## src/rtl/disp_pkg.sv

```systemverilog
// Shared seven-segment display constants: active-low segment patterns,
// anode/decimal-point polarity and digit index width.
package disp_pkg;

  localparam int DIG_W   = 2;
  localparam int NUM_DIG = 4;

  // Patterns are {g,f,e,d,c,b,a}, active-low (0 = segment lit)
  localparam logic [6:0] SEG_0     = 7'b1000000;
  localparam logic [6:0] SEG_1     = 7'b1111001;
  localparam logic [6:0] SEG_2     = 7'b0100100;
  localparam logic [6:0] SEG_3     = 7'b0110000;
  localparam logic [6:0] SEG_4     = 7'b0011001;
  localparam logic [6:0] SEG_5     = 7'b0010010;
  localparam logic [6:0] SEG_6     = 7'b0000010;
  localparam logic [6:0] SEG_7     = 7'b1111000;
  localparam logic [6:0] SEG_8     = 7'b0000000;
  localparam logic [6:0] SEG_9     = 7'b0010000;
  localparam logic [6:0] SEG_DASH  = 7'b0111111;
  localparam logic [6:0] SEG_BLANK = 7'b1111111;

  localparam logic [NUM_DIG-1:0] AN_ALL_OFF = 4'b1111;
  localparam logic [NUM_DIG-1:0] AN_ONE_ON  = 4'b0001;
  localparam logic               DP_OFF     = 1'b1;

endpackage

```

## src/rtl/seg7_decode.sv

```systemverilog
// Combinational BCD to active-low seven-segment decoder.
// Non-BCD codes (10-15) show a dash so a corrupted count is visible.
module seg7_decode
  import disp_pkg::*;
(
  input  logic [3:0] bcd,
  output logic [6:0] seg
);

  always_comb begin
    seg = SEG_DASH;
    case (bcd)
      4'd0: seg = SEG_0;
      4'd1: seg = SEG_1;
      4'd2: seg = SEG_2;
      4'd3: seg = SEG_3;
      4'd4: seg = SEG_4;
      4'd5: seg = SEG_5;
      4'd6: seg = SEG_6;
      4'd7: seg = SEG_7;
      4'd8: seg = SEG_8;
      4'd9: seg = SEG_9;
      default: seg = SEG_DASH;
    endcase
  end

endmodule

```

## src/rtl/seg_scan_driver.sv

```systemverilog
// Time-multiplexed 4-digit common-anode driver with blink, hour-tens
// leading-zero blanking and per-slot anode dead-time; outputs registered.
module seg_scan_driver
  import disp_pkg::*;
#(
  parameter int SCAN_DIV   = 100000,
  parameter int DEAD       = 4,
  parameter int BLINK_HALF = 50000000
) (
  input  logic       clk,
  input  logic       rst,
  input  logic [3:0] d0,
  input  logic [3:0] d1,
  input  logic [3:0] d2,
  input  logic [3:0] d3,
  input  logic [3:0] blink_mask,
  input  logic [3:0] dp_mask,
  input  logic       blank_lz,
  output logic [3:0] an,
  output logic [6:0] seg,
  output logic       dp
);

  localparam int SCAN_W  = $clog2(SCAN_DIV);
  localparam int BLINK_W = $clog2(BLINK_HALF);

  localparam logic [SCAN_W-1:0]  SCAN_LAST  = SCAN_W'(SCAN_DIV - 1);
  localparam logic [SCAN_W-1:0]  SCAN_DEAD  = SCAN_W'(DEAD);
  localparam logic [BLINK_W-1:0] BLINK_LAST = BLINK_W'(BLINK_HALF - 1);
  localparam logic [DIG_W-1:0]   IDX_HTENS  = DIG_W'(3);

  logic [SCAN_W-1:0]  scan_cnt_q, scan_cnt_d;
  logic [BLINK_W-1:0] blink_cnt_q, blink_cnt_d;
  logic [DIG_W-1:0]   idx_q, idx_d;
  logic               phase_q, phase_d;
  logic [3:0]         an_q, an_d;
  logic [6:0]         seg_q, seg_d;
  logic               dp_q, dp_d;

  logic [3:0] d_sel;
  logic [6:0] seg_dec;
  logic       scan_wrap, blink_wrap, digit_off;

  seg7_decode u_dec (
    .bcd (d_sel),
    .seg (seg_dec)
  );

  always_comb begin
    d_sel = d0;
    case (idx_q)
      2'd0:    d_sel = d0;
      2'd1:    d_sel = d1;
      2'd2:    d_sel = d2;
      default: d_sel = d3;
    endcase
  end

  always_comb begin
    scan_wrap   = (scan_cnt_q == SCAN_LAST);
    blink_wrap  = (blink_cnt_q == BLINK_LAST);
    scan_cnt_d  = scan_wrap ? '0 : scan_cnt_q + 1'b1;
    idx_d       = scan_wrap ? idx_q + 1'b1 : idx_q;
    blink_cnt_d = blink_wrap ? '0 : blink_cnt_q + 1'b1;
    phase_d     = blink_wrap ? ~phase_q : phase_q;

    // Dead-time, blink-off half and leading-zero blanking all force the slot dark
    digit_off = (scan_cnt_q < SCAN_DEAD)
              || (phase_q && blink_mask[idx_q])
              || ((idx_q == IDX_HTENS) && blank_lz && (d3 == 4'd0));

    an_d  = AN_ALL_OFF;
    seg_d = SEG_BLANK;
    dp_d  = DP_OFF;
    if (!digit_off) begin
      an_d  = ~(AN_ONE_ON << idx_q);
      seg_d = seg_dec;
      dp_d  = ~dp_mask[idx_q];
    end
  end

  always_ff @(posedge clk or posedge rst) begin
    if (rst) begin
      scan_cnt_q  <= '0;
      idx_q       <= '0;
      blink_cnt_q <= '0;
      phase_q     <= 1'b0;
      an_q        <= AN_ALL_OFF;
      seg_q       <= SEG_BLANK;
      dp_q        <= DP_OFF;
    end else begin
      scan_cnt_q  <= scan_cnt_d;
      idx_q       <= idx_d;
      blink_cnt_q <= blink_cnt_d;
      phase_q     <= phase_d;
      an_q        <= an_d;
      seg_q       <= seg_d;
      dp_q        <= dp_d;
    end
  end

  assign an  = an_q;
  assign seg = seg_q;
  assign dp  = dp_q;

endmodule

```

## config.mk

```make
export PLATFORM = sky130hd
export DESIGN_NAME = seg_scan_driver
export DESIGN_NICKNAME = d
export VERILOG_FILES = /design/src/rtl/disp_pkg.sv /design/src/rtl/seg7_decode.sv /design/src/rtl/seg_scan_driver.sv
export SDC_FILE = /design/constraint.sdc
export NUM_CORES = 1
export LEC_CHECK = 0
export BUFFER_PORTS_ARGS = -buffer_cell sky130_fd_sc_hd__buf_2
export CAP_MARGIN = 10
export CORE_MARGIN = 2
export CORE_UTILIZATION = 35
export CTS_CLUSTER_SIZE = 12
export DETAILED_ROUTE_END_ITERATION = 12
export SETUP_SLACK_MARGIN = 0.3
export SYNTH_ARGS = -nofsm -noshare
export SYNTH_HDL_FRONTEND = slang
export SYNTH_SLANG_ARGS = --single-unit
```

## constraint.sdc

```tcl
create_clock -name clk -period 2.5 [get_ports clk]
set_input_delay 0.375 -clock clk [delete_from_list [all_inputs] [get_ports clk]]
set_output_delay 0.375 -clock clk [all_outputs]
set_load 0.02 [all_outputs]
```

Word level (Yosys, flattened, before mapping)
Memories as Yosys holds them, arrays and structs flattened.
Cells that the tools add are included.
W data, S select, Z words.
Word-level totals
  memories kept: 1
  output and inout bits: 12
  flip-flop bits (word level): 58
  logic and storage cells: 39
  bits in read-only memories: 112
  input bits: 27
Operators by class
  $lt $le $gt $ge: 2
  mux-type cells: 10
  bitwise operators: 3
  shift operators: 1
  $add $sub $neg: 3
  equal/unequal tests: 5
  reductions and logical operators: 7
Memories
  (name not given): depth 16, width 7, rd ports 1, clocked after Yosys merged registers in 0, wr ports 0, line seg7_decode.sv:12  | case (bcd)
Operators by type and width (number)
  $add A26 B1 Y26 const B: 1
  $eq A26 B26 Y1 const B: 1
  $mux W26: 1
  $add A17 B1 Y17 const B: 1
  $eq A17 B17 Y1 const B: 1
  $lt A17 B3 Y1 const B: 1
  $mux W17: 1
  $pmux W4 S3: 1
  $mux W7: 1
  $bmux W1 S2: 2
  $eq A2 B2 Y1 const B: 2
  $logic_not A4 Y1: 1
  $mux W4: 1
  $not A4 Y4: 1
  $shl A1 B2 Y4 const A: 1
  $logic_and A1 B1 Y1: 3
  $lt A2 B3 Y1 const B: 1
  $mux W1: 3
  $add A2 B1 Y2 const B: 1
  $eq A2 B1 Y1 const B: 1
  $logic_not A2 Y1: 1
  $logic_or A1 B1 Y1: 2
  $not A1 Y1: 2

Logic depth before layout (Yosys ltp)
Gate-level depths: netlist of the first run.
  depth in word-level cells: 6
  depth in mapped cells: 8
  depth with buffers taken out: 8

By module
From an unflattened synthesis of the first run, not the netlist that was laid out.
Second synthesis, totals
  cell total of the unflattened synthesis: 300
  area, all modules: 3173.0 um^2
By module, submodules not included
  seg_scan_driver: sequential area each 1466.4 um^2, area an instance 2932.8 um^2, cells each 269, instances 1
  seg7_decode: sequential area each 0.0 um^2, area an instance 240.2 um^2, cells each 31, instances 1

Worst setup path after synthesis of the first run
OpenSTA, ideal clock, no wires.
  path kind: reg2reg
  from: register idx_q[0]
  to: register seg_q[3], in the netlist seg[3]
  library setup time: 67 ps
  clock period less this slack: 1973 ps
  data required time: 2433 ps
  cell stages (with the launch flop): 8
  arrival time: 1906 ps
  path slack: 527 ps
  path buffers: 1
  path through: dfrtp_1 -> ha_1 -> clkbuf_1 -> mux2i_1 -> inv_1 -> ha_1 -> a21o_1 -> nand4_1
Between the ends
  cells in the longest elaborated chain, start to end: 6
  elaborated cells between the ends (all ways): 14
  those cells by class: eq/ne: 3; mux: 4; reduce/logical: 6; memory: 1
Ends and longest elaborated chain
  from (decl): line seg_scan_driver.sv:34  | logic [DIG_W-1:0] idx_q, idx_d;
  from (signal assigned): line seg_scan_driver.sv:93  | idx_q <= idx_d;
  branches (longest 5 deep; another with $mem_v2 Z16 W7)
  $mux W7 (*): line seg_scan_driver.sv:75  | if (!digit_off) begin
  via seg_d[3]: line seg_scan_driver.sv:37  | logic [6:0] seg_q, seg_d;
  to (signal assigned): line seg_scan_driver.sv:97  | seg_q <= seg_d;
  to (decl): line seg_scan_driver.sv:37
Mark *: on every way through the listed nets, which the timed path passes. The select of a mux whose other input is x is not followed.
A chain may end at the register's enable or synchronous reset.

Worst setup path after layout of the first run
Ends and elaborated chain as after synthesis.

==> results of run 1 <==
==> layout by cell type, fill, tap and decap left out, drive strengths merged, types with 13 or more instances in the layout <==
master	Yosys	layout
dfrtp	46	46
buf	7	44
nand3	22	22
nand2	17	17
nand4	17	17
xnor2	16	16
nor2	16	16
xor2	13	13
clkbuf	2	13
==> power breakdown <==
group / switching [mW] / internal [mW] / total (mW)
sequential: 0.00235 / 0.956 / 0.959
combinational: 0.0620 / 0.0406 / 0.103
clock: 0.342 / 0.512 / 0.854
total: 0.406 / 1.51 / 1.92
==> layout make-up <==
cell class	count	area share [%]
Tap cell	105	3.72
Clock buffer	13	4.50
Inverter	12	1.28
Multi-Input combinational cell	201	40.7
Timing Repair Buffer	44	7.02
Clock inverter	3	1.13
Sequential cell	58	41.6
==> logic make-up after synthesis <==
family                     Yosys count  share of synthesized area [%]
xor gates and xnor gates            29                           8.46
DFF                                 58                           48.8
muxes                                8                           3.58
and+or+nand+nor                    113                           22.5
adders and majority gates           10                           4.17
AOI/OAI and AO/OA                   41                           9.00
buffers and inverters               21                           3.42
==> critical path, cell delays in order (launching register included) <==
cell and delay (ns):
sky130_fd_sc_hd__dfrtp_2 0.40, sky130_fd_sc_hd__inv_1 0.09, sky130_fd_sc_hd__ha_1 0.26, sky130_fd_sc_hd__a222oi_1 0.42, sky130_fd_sc_hd__mux2i_2 0.21, sky130_fd_sc_hd__inv_1 0.12
sky130_fd_sc_hd__ha_1 0.23, sky130_fd_sc_hd__a21o_1 0.15, sky130_fd_sc_hd__nand4_1 0.08
==> sequential cells by signal, summed over array words and instances, names as in the netlist <==
register     cells
blink_cnt_q     26
scan_cnt_q      17
seg              7
an               4
idx_q            2
dp               1
phase_q          1
==> stage by stage <==
stage,hold slack (ns),cell area (µm²),worst slack [ns],utilization [%]
3_3_place_gp,0.440,3300,0.418,40.0
3_5_place_dp,0.451,3300,0.293,40.0
5_1_grt,0.116,3530,0.312,42.7
2_1_floorplan,0.426,3000,0.527,-
6_report,0.0895,3530,0.477,42.7
4_1_cts,0.0970,3510,0.353,42.5
==> path summary, 6_finish.rpt <==
| check | start | endpoint | slack [ns] | depth (start not counted) |
|---|---|---|---|---|
| min in group clk | dp_mask[2] | dp | 0.40 | 3 |
| min reg2reg | blink_cnt_q[0] | blink_cnt_q[0] | 0.46 | 1 |
| max reg2reg | idx_q[0] | seg[3] | 0.48 | 8 |
| max | idx_q[0] | seg[3] | 0.48 | 8 |
| max in group asynchronous | rst | seg[6] | 2.10 | 3 |
| min | rst | blink_cnt_q[23] | 0.09 | 3 |
==> repair_timing <==
item,in CTS,in global routing
cloned,0,0
resized for setup,2,1
pin swaps,1,1
setup buffers,0,3
setup endpoints to repair,3,6
==> layer usage <==
layer  routed length, µm  share of wire, %  vias up  track usage (%)
met5                   0                 0        -                0
met4                  33              0.57        0             3.58
met3                 245               4.2        5             4.19
met2                2690                46       51             20.7
met1                2850                49     1070             17.6
li1                    -                 -     1119                -
==> metrics list, run 1 <==
- At the pin with the least slew margin, the transition time is 0.525 ns.
- In this run the static leakage power is 1.57 nW.
- The run finished with clean final reports.
- Top-area cell type share of the netlist area: 38.3%
- Static timing analysis puts the maximum clock frequency at 0.494 GHz.
* Clock root buffer: sky130_fd_sc_hd__clkbuf_8
- In the synthesized netlist, the number of instances is 280.
- Clock tree from TritonCTS: built
* Clock slew at reported path FFs: 0.06 ns
* Arrival @ worst endpoint: 2.29 ns
* Overflow left after global routing: 0
- By count the netlist is led by sky130_fd_sc_hd__dfrtp_1, sky130_fd_sc_hd__nand3_1, sky130_fd_sc_hd__nand2_1.
- Clock latency of the later-clocked register in the worst-skew pair: 0.32 ns
* Horiz. Die Dim: 96.6 µm
- Antenna violations before repair: 0
- DIE AREA: 9340 µm²
* # hold bufs at CTS: 0
* Routed len/inst: 13.3 µm
* Per-cell via count in the routed design: 5.15
- After the last flow step, the layout net total stands at 363.
- Effective utilization at floorplan: 36.4%
* Rel. slew slack: 65.0%
- Worst setup EP type: register
- Cell area power density: 543 nW/µm²
* Area leader, netlist: sky130_fd_sc_hd__dfrtp_1
- Area added between synthesis and finish: 17.5%
* Clk buf depth: 2
- Antenna fix cells: 0
- Number of synthesized flops with an enable pin: 0
- IO Count: 39
- By instance count, the leading cell after synthesis is sky130_fd_sc_hd__dfrtp_1.
* Layout cells sized above 1: 26.6%
- Crit path max fanout: 6
* Final-layout setup total negative slack: 0 ns
- The detail route stage leaves a number of antenna-violating nets equal to 0.
* Number of detailed-route iterations in the first pass: 4
- Placer congestion estimate: 0.778
- Post-Route WL: 5810 µm
- FF+latch area: 1470 µm²
* Final period util: 80.9%
- From bottom edge to top edge, the die measures 96.6 µm.
- After legalization and detailed placement, the total HPWL measured 4130 µm.
* Post-synth cell types: 47
- Post-synthesis instance area: 3000 µm²
* Count of standard-cell rows: 33
- The multi-input combinational cells in the finished layout cover a total of 1440 µm².
* Area of the placeable core: 8260 µm²
* Post-synthesis register bit count: 58
* Number of levels the H-tree was split into: 3
* I/O Buffers: 38
- Hold Path Class: in -> async
* Clock tree skew after final layout: 0.00597 ns
- Max-cap violations in this run came to 0.
- Synthesis produced a netlist with a net count of 317.
- Final number of max-transition violations: 0
- Tot GR Track Use: 13.2%
- Of all flip-flops after synthesis, the portion carrying an async set or reset was 100%.
- Final standard cell count with taps included and fillers excluded: 436
* Pin count of the biggest net entering global routing: 59
- Data on the critical path is required at its endpoint by 2.76 ns.
- Type of the worst setup path: reg -> reg
* Detailed Route Iter0 Violations: 90
* Endpoints failing setup: 0
- The worst path needs 2.02 ns of the cycle, external delays included.
- Via count of the first global-routing pass: 2191
- In the routed design, unresolved DRC markers number 0.
- Placed instance count: 417
* Startpoint Class: register
- Setup repair after global routing left no endpoint under its margin.
- In this run, CTS created clock tree buffers numbering 9.
* Worst vdd rail ir drop: 0.353 mV
- Sequential area share after synthesis: 48.8%
- Overall power consumption after layout is estimated at 1.92 mW.
* Via count of the routed design: 2245
* Leading post-synthesis cells by cell area: sky130_fd_sc_hd__dfrtp_1, sky130_fd_sc_hd__dfstp_2, sky130_fd_sc_hd__xnor2_1
- For this run, the leading register cell type out of synthesis is sky130_fd_sc_hd__dfrtp_1.
- Averaged over all synthesized cells, the footprint is 10.7 µm².
* YS warnings: 0
* Total of fill cells in the finished design: 807
* Final Hold Vio Count: 0
- Wire length of the first global-routing pass: 10200 µm
* CTS sink cnt: 58
(Power assumes the default switching activity.)
==> run 2, diff against run 1 <==
--- a/config.mk
+++ b/config.mk
@@ -5,6 +5,7 @@
 export SDC_FILE = /design/constraint.sdc
 export NUM_CORES = 1
 export LEC_CHECK = 0
+export ABC_AREA = 1
 export BUFFER_PORTS_ARGS = -buffer_cell sky130_fd_sc_hd__buf_2
 export CAP_MARGIN = 10
 export CORE_MARGIN = 2
==> constraint.sdc (replaced) <==
create_clock -name clk -period 1.7 [get_ports clk]
set_input_delay 0.255 -clock clk [delete_from_list [all_inputs] [get_ports clk]]
set_output_delay 0.255 -clock clk [all_outputs]
set_load 0.02 [all_outputs]
==> run 2 against run 1 <==
Compared with the run above: sequential power is 47% higher; critical endpoint is now seg[4]; sequential cell count stayed put; power is 62% higher; utilization is 9.9 points higher; clock power is 73% higher; routed wire length is 61% higher; non-clock buffer count is 36 higher.
==> metrics list, run 2 <==
- Run status: completed
* Overall power consumption: 3.10 mW (+62%)
- Pin count of the biggest net entering global routing: 34 (-42%)
- Post-route DRC: 0 (unchanged)
- The flip-flop count of the largest register, all copies and words added was 26 (unchanged).
* Layer with the highest usage after global routing: met2
* Wire length of the first global-routing pass: 14600 µm (+43%)
* Crit path max-delay cell type: sky130_fd_sc_hd__dfrtp_2
- The net count after synthesis came to 505 (+59%).
- Lkg Pwr: 2.33 nW (+48%)
- Final period util: 96.5% (+16 points)
- STA classifies the critical path endpoint as a register.
- Via count of the first global-routing pass: 3265 (+49%)
- The tightest slew margin relative to the limit came to 74.9% (+10 points).
- CTS sink cnt: 58 (unchanged)
* Synthesized-area fraction occupied by adder cells: 3.66% (-0.51 points)
- The critical path goes through inv_4, ha_4, nand2_4, nand2_4, o21bai_4, buf_4, buf_4, nand3_2, nand2_2, nand3_2.
- The depth of the worst register-to-register path is 10 (+2).
* DIE HEIGHT: 103 µm (+6.5%)
- Commonest cells after routing, fill and taps aside: sky130_fd_sc_hd__nand2_1, sky130_fd_sc_hd__nor2_1, sky130_fd_sc_hd__inv_1, sky130_fd_sc_hd__dfrtp_1, sky130_fd_sc_hd__buf_2
- RSZ-0062 raised after global routing: yes
* Post-Route Utilization: 52.6% (+9.9 points)
- The proportion of register bits with asynchronous set or reset after synthesis came to 100% (unchanged).
* I/O Buffers: 38 (unchanged)
- CTS placed an instance of sky130_fd_sc_hd__clkbuf_8 at the clock tree root.
* Routed len/inst: 13.4 µm (+0.55%)
- sky130_fd_sc_hd__dfrtp_1 takes more of the synthesized area than any other cell.
* Type of the worst setup path: reg -> reg
- Worst EP required: 1.97 ns (-0.79 ns)
* Nets: 597 (+64%)
* Post-synthesis instance area: 3420 µm² (+14%)
* Fraction of the mapped netlist area in compound gates: 2.27% (-6.7 points)
* Leading post-synthesis cells by cell area: sky130_fd_sc_hd__dfrtp_1, sky130_fd_sc_hd__nand2_1, sky130_fd_sc_hd__nor2_1
* Met1 Track Usage GR: 21.0% (+3.4 points)
- Detailed Route Iter0 Violations: 137 (+52%)
- Worst vdd rail ir drop: 0.364 mV (+3.1%)
- Top-area cell type share of the netlist area: 33.6% (-4.7 points)
- Antenna fix cells: 0 (unchanged)
- Count of max-cap constraint violations: 0 (unchanged)
* Post-Syn Area per Cell: 7.31 µm² (-32%)
* Tot GR Track Use: 17.6% (+4.5 points)
- The transition at the pin with the smallest max-transition slack was 0.375 ns (-0.150 ns).
- The number of max-slew violations in the final report is 0 (unchanged).
- The number of placed instances, taps included was 645 (+55%).
- TritonCTS built the clock tree.
* Remaining number of nets flagged by the antenna check after routing: 0 (unchanged)
- The initial antenna violation count came to 0 (unchanged).
* Clock slew at reported path FFs: 0.08 ns (+0.02 ns)
- The depth of the CTS H-tree came to 3 (unchanged).
* Number of synthesized flops with an enable pin: 0 (unchanged)
* Commonest non-fill, non-tap cell in the layout: sky130_fd_sc_hd__nand2_1
- From synthesis to final layout, the design area changed by 48.2%.
- Number of instances on the worst hold path: 4
- The die footprint was 10600 µm² (+13%).
- Routing usage on met2: 30.9% (+10 points)
- Number of buffers added by the clock tree synthesis step: 9 (unchanged)
* Overflow left after global routing: 0 (unchanged)
* IO Count: 39 (unchanged)
- Area of the placeable core: 9640 µm² (+17%)
* Final standard cell count with taps included and fillers excluded: 698 (+60%)
- Multiplexer share of the synthesized area: 0% (-3.6 points)
* HPWL after DPL: 6030 µm (+46%)
- The highest net fanout along the worst path came to 5 (-1).
- The achievable clock frequency is 0.609 GHz (+23%).
- Yosys instantiated no cell more often than sky130_fd_sc_hd__nand2_1.
* Main combinational cell family by area after synthesis: simple AND/OR/NAND/NOR gates
- The time the worst path needs with I/O delays and setup was 1.64 ns (-0.382 ns).
- The number of distinct library cells after synthesis is 30 (-36%).
* Clock latency of the later-clocked register in the worst-skew pair: 0.34 ns (+0.02 ns)
- The maximum clock skew at final layout was 0.00775 ns (+0.00178 ns).
* Placer congestion estimate: 0.945 (+21%)
* Met3 layer usage reported by global route: 5.15% (+0.96 points)
* Arrival @ worst endpoint: 1.91 ns (-0.38 ns)
- Layout cells sized above 1: 43.4% (+17 points)
- The gate count of the mapped netlist was 468 (+67%).
- YS warnings: 0 (unchanged)
- Primary flip-flop cell chosen by synthesis mapping: sky130_fd_sc_hd__dfrtp_1
* Number of detailed-route iterations in the first pass: 4 (unchanged)
- Sequential area share after synthesis: 42.9% (-6.0 points)
* Count of standard-cell rows: 36 (+9.1%)
- Endpoints failing setup: 0 (unchanged)
- The register with the most flip-flops in the final layout is blink_cnt_q.
- Startpoint Class: register
* Final-layout worst hold slack: 0.255 ns (+0.166 ns)
- The xor/xnor share of the synthesized area came to 6.65% (-1.8 points).
- Critical path's largest stage delay: 0.47 ns (+0.05 ns)
* Cell area power density: 611 nW/µm² (+13%)
- Final Hold Vio Count: 0 (unchanged)
- Synthesized-area fraction occupied by and/or/nand/nor cells: 38.0% (+15 points)
- The average via count per standard cell is 4.79 (-7.0%).
- The register bit total from synthesis came to 58 (unchanged).
* Clk buf depth: 2 (unchanged)
- Post-Route WL: 9360 µm (+61%)
* Effective utilization at floorplan: 35.5% (-0.86 points)
- Top cells by count, synth: sky130_fd_sc_hd__nand2_1, sky130_fd_sc_hd__nor2_1, sky130_fd_sc_hd__inv_1
- The min-delay analysis places its worst path in the category in -> reg.
- Horiz. Die Dim: 103 µm (+6.5%)
- Via count of the routed design: 3343 (+49%)
==> run 2: changes by cell type after synthesis, moves of 7 or more <==
cell                      previous run  this run
sky130_fd_sc_hd__a21oi_1            11         3
sky130_fd_sc_hd__inv_1              12        51
sky130_fd_sc_hd__nand2_1            17       140
sky130_fd_sc_hd__nand3_1            22        38
sky130_fd_sc_hd__nand4_1            15         8
sky130_fd_sc_hd__nor2_1             15        94
sky130_fd_sc_hd__xnor2_1            16         7
==> run 2: where the power goes <==
group | leakage [nW] | internal (mW) | switching, mW
registers | 0.731 | 1.41 | 0.00348
clock network | 0.109 | 0.868 | 0.613
logic | 1.49 | 0.0876 | 0.125
total | 2.33 | 2.36 | 0.741
==> run 2: logic make-up (layout without fill, tap and decap cells) <==
| logic type | count (synthesis) | after routing |
|---|---|---|
| compound gates | 12 | 12 |
| xor+xnor | 26 | 26 |
| buf+inv | 57 | 154 |
| simple gates | 305 | 305 |
| flops | 58 | 58 |
| fa+ha+maj | 10 | 10 |
==> run 2: critical path, delay by kind of cell (launching register included) <==
family,cells,cell delay (ns)
compound gates,1,0.20
fa+ha+maj,1,0.19
buf+inv,3,0.32
flops,1,0.47
simple gates,5,0.39
==> run 2: timing repair <==
action / CTS / global route
cloned: 2 / 0
endpoints found under the hold margin: 10 / 0
hold buffers: 1 / 0
endpoints found under the setup margin: 43 / 50
resized for setup: 54 / 126
pin swaps: 27 / 55
buffers inserted: 17 / 17
==> run 2: worst paths after layout <==
kind                                   to  slack (ns)     startpoint
max reg2reg                        seg[4]        0.06       idx_q[0]
min in group asynchronous  scan_cnt_q[14]        0.45            rst
min                                    dp        0.26     dp_mask[0]
max in group asynchronous           an[2]        0.70            rst
min reg2reg                 scan_cnt_q[2]        0.54  scan_cnt_q[2]
max                                seg[4]        0.06       idx_q[0]
==> run 2: layout make-up <==
cell class	count	area (µm²)
inverter	56	245
tap	133	166
fill	899	4570
timing repair buffer	80	554
multi-input combinational	353	2370
timing repair inverter	2	36.3
clock inverter	6	88.8
sequential	58	1480
clock buffer	10	138
==> run 2: layer usage <==
layer  up-vias  share of wire [%]
met5         -                  0
met4         0                1.8
met3        21                4.3
met2        86                 53
met1      1600                 41
li1       1636                  -
==> run 2: through the flow <==
stage / setup TNS [ns] / instance area [µm²] / setup WS (ns)
2_1_floorplan: 0 / 3480 / 0.122
3_3_place_gp: 0 / 3890 / 0.0529
3_5_place_dp: 0 / 3890 / 0.0127
4_1_cts: 0 / 4480 / 0.119
5_1_grt: -0.000513 / 5070 / -0.000513
6_report: 0 / 5070 / 0.0587
